`src/rtl/uut_serial_sub_pkg.sv`:
```
// Shared definitions for the serial subtractor and its borrow-ripple slice.
//   state_t     : FSM encoding (IDLE=0, RUN=1, DONE=2)
//   diff_bit    : per-bit difference a ^ b ^ br
//   borrow_bit  : per-bit borrow out of a - b - br
package uut_serial_sub_pkg;

  typedef enum logic [1:0] {
    IDLE = 2'd0,
    RUN  = 2'd1,
    DONE = 2'd2
  } state_t;

  function automatic logic diff_bit(input logic a, input logic b, input logic br);
    return a ^ b ^ br;
  endfunction

  function automatic logic borrow_bit(input logic a, input logic b, input logic br);
    return (~a & b) | (~(a ^ b) & br);
  endfunction

endpackage

```
`src/rtl/uut_sub_slice.sv`:
```
// Combinational CHUNK-bit borrow-ripple subtractor slice: d = a - b - bin.
//   a, b : slice operands
//   bin  : borrow into bit 0
//   d    : slice difference
//   bout : borrow out of the slice MSB
module uut_sub_slice
  import uut_serial_sub_pkg::*;
#(
  parameter int CHUNK = 2
) (
  input  logic [CHUNK-1:0] a,
  input  logic [CHUNK-1:0] b,
  input  logic             bin,
  output logic [CHUNK-1:0] d,
  output logic             bout
);

  // br[i] is the borrow entering bit i
  logic [CHUNK:0] br;

  assign br[0] = bin;

  for (genvar i = 0; i < CHUNK; i++) begin : g_bit
    assign d[i]    = diff_bit(a[i], b[i], br[i]);
    assign br[i+1] = borrow_bit(a[i], b[i], br[i]);
  end

  assign bout = br[CHUNK];

endmodule

```
`src/rtl/uut_serial_sub.sv`:
```
// Multi-cycle subtractor: y = a - b - bin (mod 2^WIDTH), CHUNK bits per clock,
// LSB slice first, with the inter-slice borrow held in a register.
//   clk, rst : clock, asynchronous active-high reset
//   start    : begin an operation (accepted in IDLE or DONE)
//   a, b, bin: operands, sampled on the accepted start
//   busy     : high while slices are processed
//   done     : one-cycle pulse when y/bout become valid
//   y, bout  : difference and borrow-out, held until the next result
module uut_serial_sub
  import uut_serial_sub_pkg::*;
#(
  parameter int WIDTH = 8,
  parameter int CHUNK = 2
) (
  input  logic             clk,
  input  logic             rst,
  input  logic             start,
  input  logic [WIDTH-1:0] a,
  input  logic [WIDTH-1:0] b,
  input  logic             bin,
  output logic             busy,
  output logic             done,
  output logic [WIDTH-1:0] y,
  output logic             bout
);

  localparam int N     = WIDTH / CHUNK;
  localparam int CNT_W = $clog2(N) + 1;
  localparam logic [CNT_W-1:0] LAST = CNT_W'(N - 1);

  state_t                 state;
  state_t                 state_nxt;
  logic [CNT_W-1:0]       cnt;
  logic                   br;
  logic [WIDTH-1:0]       a_sh;
  logic [WIDTH-1:0]       b_sh;
  logic [WIDTH-1:0]       acc;
  logic [CHUNK-1:0]       d_slc;
  logic                   bout_slc;
  logic [WIDTH+CHUNK-1:0] acc_cat;
  logic [WIDTH-1:0]       acc_nxt;
  logic                   accept;
  logic                   last_slice;

  // A start is honoured whenever no operation is in flight (IDLE or DONE)
  assign accept     = start && (state != RUN);
  assign last_slice = (state == RUN) && (cnt == LAST);

  uut_sub_slice #(.CHUNK(CHUNK)) u_slice (
    .a    (a_sh[CHUNK-1:0]),
    .b    (b_sh[CHUNK-1:0]),
    .bin  (br),
    .d    (d_slc),
    .bout (bout_slc)
  );

  // New slice enters at the MSB end; after N shifts acc holds the full result
  assign acc_cat = {d_slc, acc};
  assign acc_nxt = acc_cat[WIDTH+CHUNK-1:CHUNK];

  always_ff @(posedge clk or posedge rst) begin
    if (rst) state <= IDLE;
    else     state <= state_nxt;
  end

  always_comb begin
    state_nxt = state;
    unique case (state)
      IDLE:    if (start) state_nxt = RUN;
      RUN:     if (cnt == LAST) state_nxt = DONE;
      DONE:    state_nxt = start ? RUN : IDLE;
      default: state_nxt = IDLE;
    endcase
  end

  always_comb begin
    busy = (state == RUN);
    done = (state == DONE);
  end

  // Control and visible result; y/bout only move on the RUN->DONE edge
  always_ff @(posedge clk or posedge rst) begin
    if (rst) begin
      cnt  <= '0;
      br   <= 1'b0;
      y    <= '0;
      bout <= 1'b0;
    end else begin
      if (accept) begin
        cnt <= '0;
        br  <= bin;
      end else if (state == RUN) begin
        cnt <= cnt + CNT_W'(1);
        br  <= bout_slc;
      end
      if (last_slice) begin
        y    <= acc_nxt;
        bout <= bout_slc;
      end
    end
  end

  // Operand shift registers and partial result; no reset needed since a
  // fresh operation overwrites every bit before it is used
  always_ff @(posedge clk) begin
    if (accept) begin
      a_sh <= a;
      b_sh <= b;
    end else if (state == RUN) begin
      a_sh <= a_sh >> CHUNK;
      b_sh <= b_sh >> CHUNK;
      acc  <= acc_nxt;
    end
  end

endmodule

```
`config.mk`:
```
export PLATFORM = sky130hd
export DESIGN_NAME = uut_serial_sub
export DESIGN_NICKNAME = d
export VERILOG_FILES = /design/src/rtl/uut_serial_sub_pkg.sv /design/src/rtl/uut_sub_slice.sv /design/src/rtl/uut_serial_sub.sv
export SDC_FILE = /design/constraint.sdc
export NUM_CORES = 1
export LEC_CHECK = 0
export BUFFER_PORTS_ARGS = -buffer_cell sky130_fd_sc_hd__buf_2
export CAP_MARGIN = 20
export CORE_UTILIZATION = 50
export CTS_BUF_LIST = sky130_fd_sc_hd__clkbuf_16
export CTS_CLUSTER_SIZE = 16
export DETAILED_ROUTE_END_ITERATION = 8
export PLACE_DENSITY = 0.77
export SLEW_MARGIN = 20
export SYNTH_ARGS = -nofsm -noshare
export SYNTH_HDL_FRONTEND = slang
export SYNTH_SLANG_ARGS = --single-unit
export TNS_END_PERCENT = 1
```
`constraint.sdc`:
```
create_clock -name clk -period 2.01 [get_ports clk]
set_input_delay 0.402 -clock clk [delete_from_list [all_inputs] [get_ports clk]]
set_output_delay 0.402 -clock clk [all_outputs]
set_load 0.05 [all_outputs]
```
==> impl_metrics.ini <==
[cells_and_area]
n_antenna_cell = 0
drive_above_1_share = 0.463
finish.utilization = 0.672
area_growth_pct = 22.2
final_cell_area_sq_um = 1920
finalNetCount = 157

[sta]
period_minus_slack_ns = 1.79
setup_viol = 0
slew_headroom = 0.620
layout_setup_ws_ns = 0.222
tns_ns = 0
maxSlewViolCount = 0
worst_pin_slew_ns = 0.569
fmax_mhz = 559
fin_crit_sh = 0.889
rsz0062_at_grt = no
hold_violations = 0
fin_worst_skew_ns = 0.00672

[place]
gp_congestion = 0.731
dp_slack_ns = 0.334
dp_hpwl_mm = 1.65
place_area_sq_um = 1750
io_buffers = 30

[clock_tree]
post_cts_resized = 0
numCtsBuffers = 5
clk_latency_ns = 0.28
cts_tree = yes
cts_setup_buffers = 0
cts-root-buf = clkbuf_16
cts_htree_levels = 2
hold_buffers = 0
clk_pin_slew_ns = 0.06
cts_buffer_depth = 2
cts_sinks = 37

[route]
vias_per_cell = 5.30
first_iter_violations = 17
first_pass_iters = 6
antenna_left = 0
vias = 874
drc = 3
drt_wl_total_mm = 2.47
avgRoutedWirePerCell_um = 15.0

[outcome]
violations = DRC
status = finished, violations left

[logic_synthesis]
yosys.area.top_type = edfxtp_1
synth-main-ff-cell = edfxtp_1
syn_inst = 96
syn_nets = 120
synth-compound-area-share = 0.0247
async_flop_share = 0.405
synth-xor-area-share = 0
synthMuxAreaShare = 0.172
yosysTopAreaCellShare = 0.421
ys.warnings.count = 0
seq_area_frac_synth = 0.660
synth_common_cells = edfxtp_1, dfrtp_1, mux2_4
yosys.area_share.simple = 0.0622
synthAdderAreaFrac = 0.0415
synth.most_common_cell = edfxtp_1
syn_area_sq_um = 1570
synth_top_family_by_area = multiplexers
synth_edf_count = 22
ys_types = 20
synth.area.top_cells = edfxtp_1, dfrtp_1, mux2_4
syn_area_per_cell_sq_um = 16.3
ys_ff_latch = 37

[setup_path]
worst_ep_arrival_time_ns = 1.39
cp_max_fo = 12
path_class = reg -> out
crit_slowest_cell = dfrtp_1
crit_chain = nand2b_2, buf_4, inv_1, buf_2
endpoint_kind = output port
slowest_delay_ns = 0.38
worstSetupStartpointType = register
crit_required_ns = 1.61

[global_routing]
grt_pass1_vias = 912
grt_max_degree = 17
grt_usage = 0.170
grt.overflow.total = 0
grt_pass1_wl_mm = 4.06
antenna_found_initial = 0

[die]
chipWidth_um = 58.0
dieArea_sq_um = 3370
core_region_area_sq_um = 2850
pin_count = 31
die_y_um = 58.0
start_util = 0.550
rows = 19

[power]
peakVddDrop_v = 0.000888
p_leak_nw = 0.933
powerDensity_nw_per_um2 = 1910

[min_path]
min_path_type = in -> async

[flow_run]
maxCapViolations = 0
==> worst max-delay path: cells and delay by family, from the launching register on <==
family	cells	cell delay [ns]
flip-flops	1	0.38
buffers and inverters	3	0.52
AND/OR/NAND/NOR	1	0.20
==> through the flow <==
stage	instances	hold WS (ns)	total power, mW
floorplan	96	0.303	2.50
global placement	157	0.440	2.75
detailed placement	157	0.435	2.81
CTS	165	0.193	3.70
global route	165	0.216	3.86
finish	165	0.171	3.66
==> layer usage <==
layer,share of wire,track usage,vias to the layer above
li1,-,-,413
met4,0.025,0.102,0
met5,0,0,-
met2,0.49,0.278,34
met1,0.43,0.200,419
met3,0.061,0.0469,8
==> sequential cells by signal (all words and copies together) (netlist names) <==
register  flops
b_sh          8
br            1
bout          1
cnt           3
y             8
a_sh          8
acc           6
state         2
==> area by class of cell <==
cell class              count  area [sq um]
multi-input cells          47           472
inverters                   9          33.8
fillers                   221           936
clock inverters             3          38.8
repair buffers             33           173
flip-flops and latches     37          1040
well taps                  31          38.8
clock buffers               5           125
==> power breakdown <==
part,internal (mW),switching (mW)
Sequential,1.29,0.167
Combinational,0.542,0.800
Clock,0.577,0.280
Total,2.41,1.25
==> layout by cell type (no fill, tap or decap), types with 2 or more instances in the layout <==
master and count:
nor2b_1 2, and3_1 4, nand2_1 5, edfxtp_1 22, dfrtp_1 15, mux2_2 4, fa_1 2, buf_4 3
clkbuf_16 5, buf_2 30, inv_1 10, ha_1 2, nand3_1 3, mux2_4 15, o21ai_0 4
==> cells by family (layout without fill, tap and decap cells) <==
family | count (synthesis) | after routing
flops | 37 | 37
mux | 19 | 19
simple gates | 17 | 17
buf+inv | 12 | 50
compound gates | 7 | 7
fa+ha+maj | 4 | 4
==> worst paths after layout <==
kind                                            from              endpoint  slack, ns  cells after the start
worst min register to register      acc[6]$_DFFE_PP_      acc[4]$_DFFE_PP_       0.45                      0
worst max-delay path            state[1]$_DFFE_PP0P_                  busy       0.22                      4
worst min-delay path                             rst        br$_DFFE_PP0P_       0.17                      2
worst max register to register     b_sh[0]$_DFFE_PP_      y[7]$_DFFE_PP0P_       0.32                      4
min in group clk                                 bin        br$_DFFE_PP0P_       0.41                      3
max in group asynchronous                        rst  state[0]$_DFFE_PP0P_       1.46                      2
(Power assumes the default switching activity.)
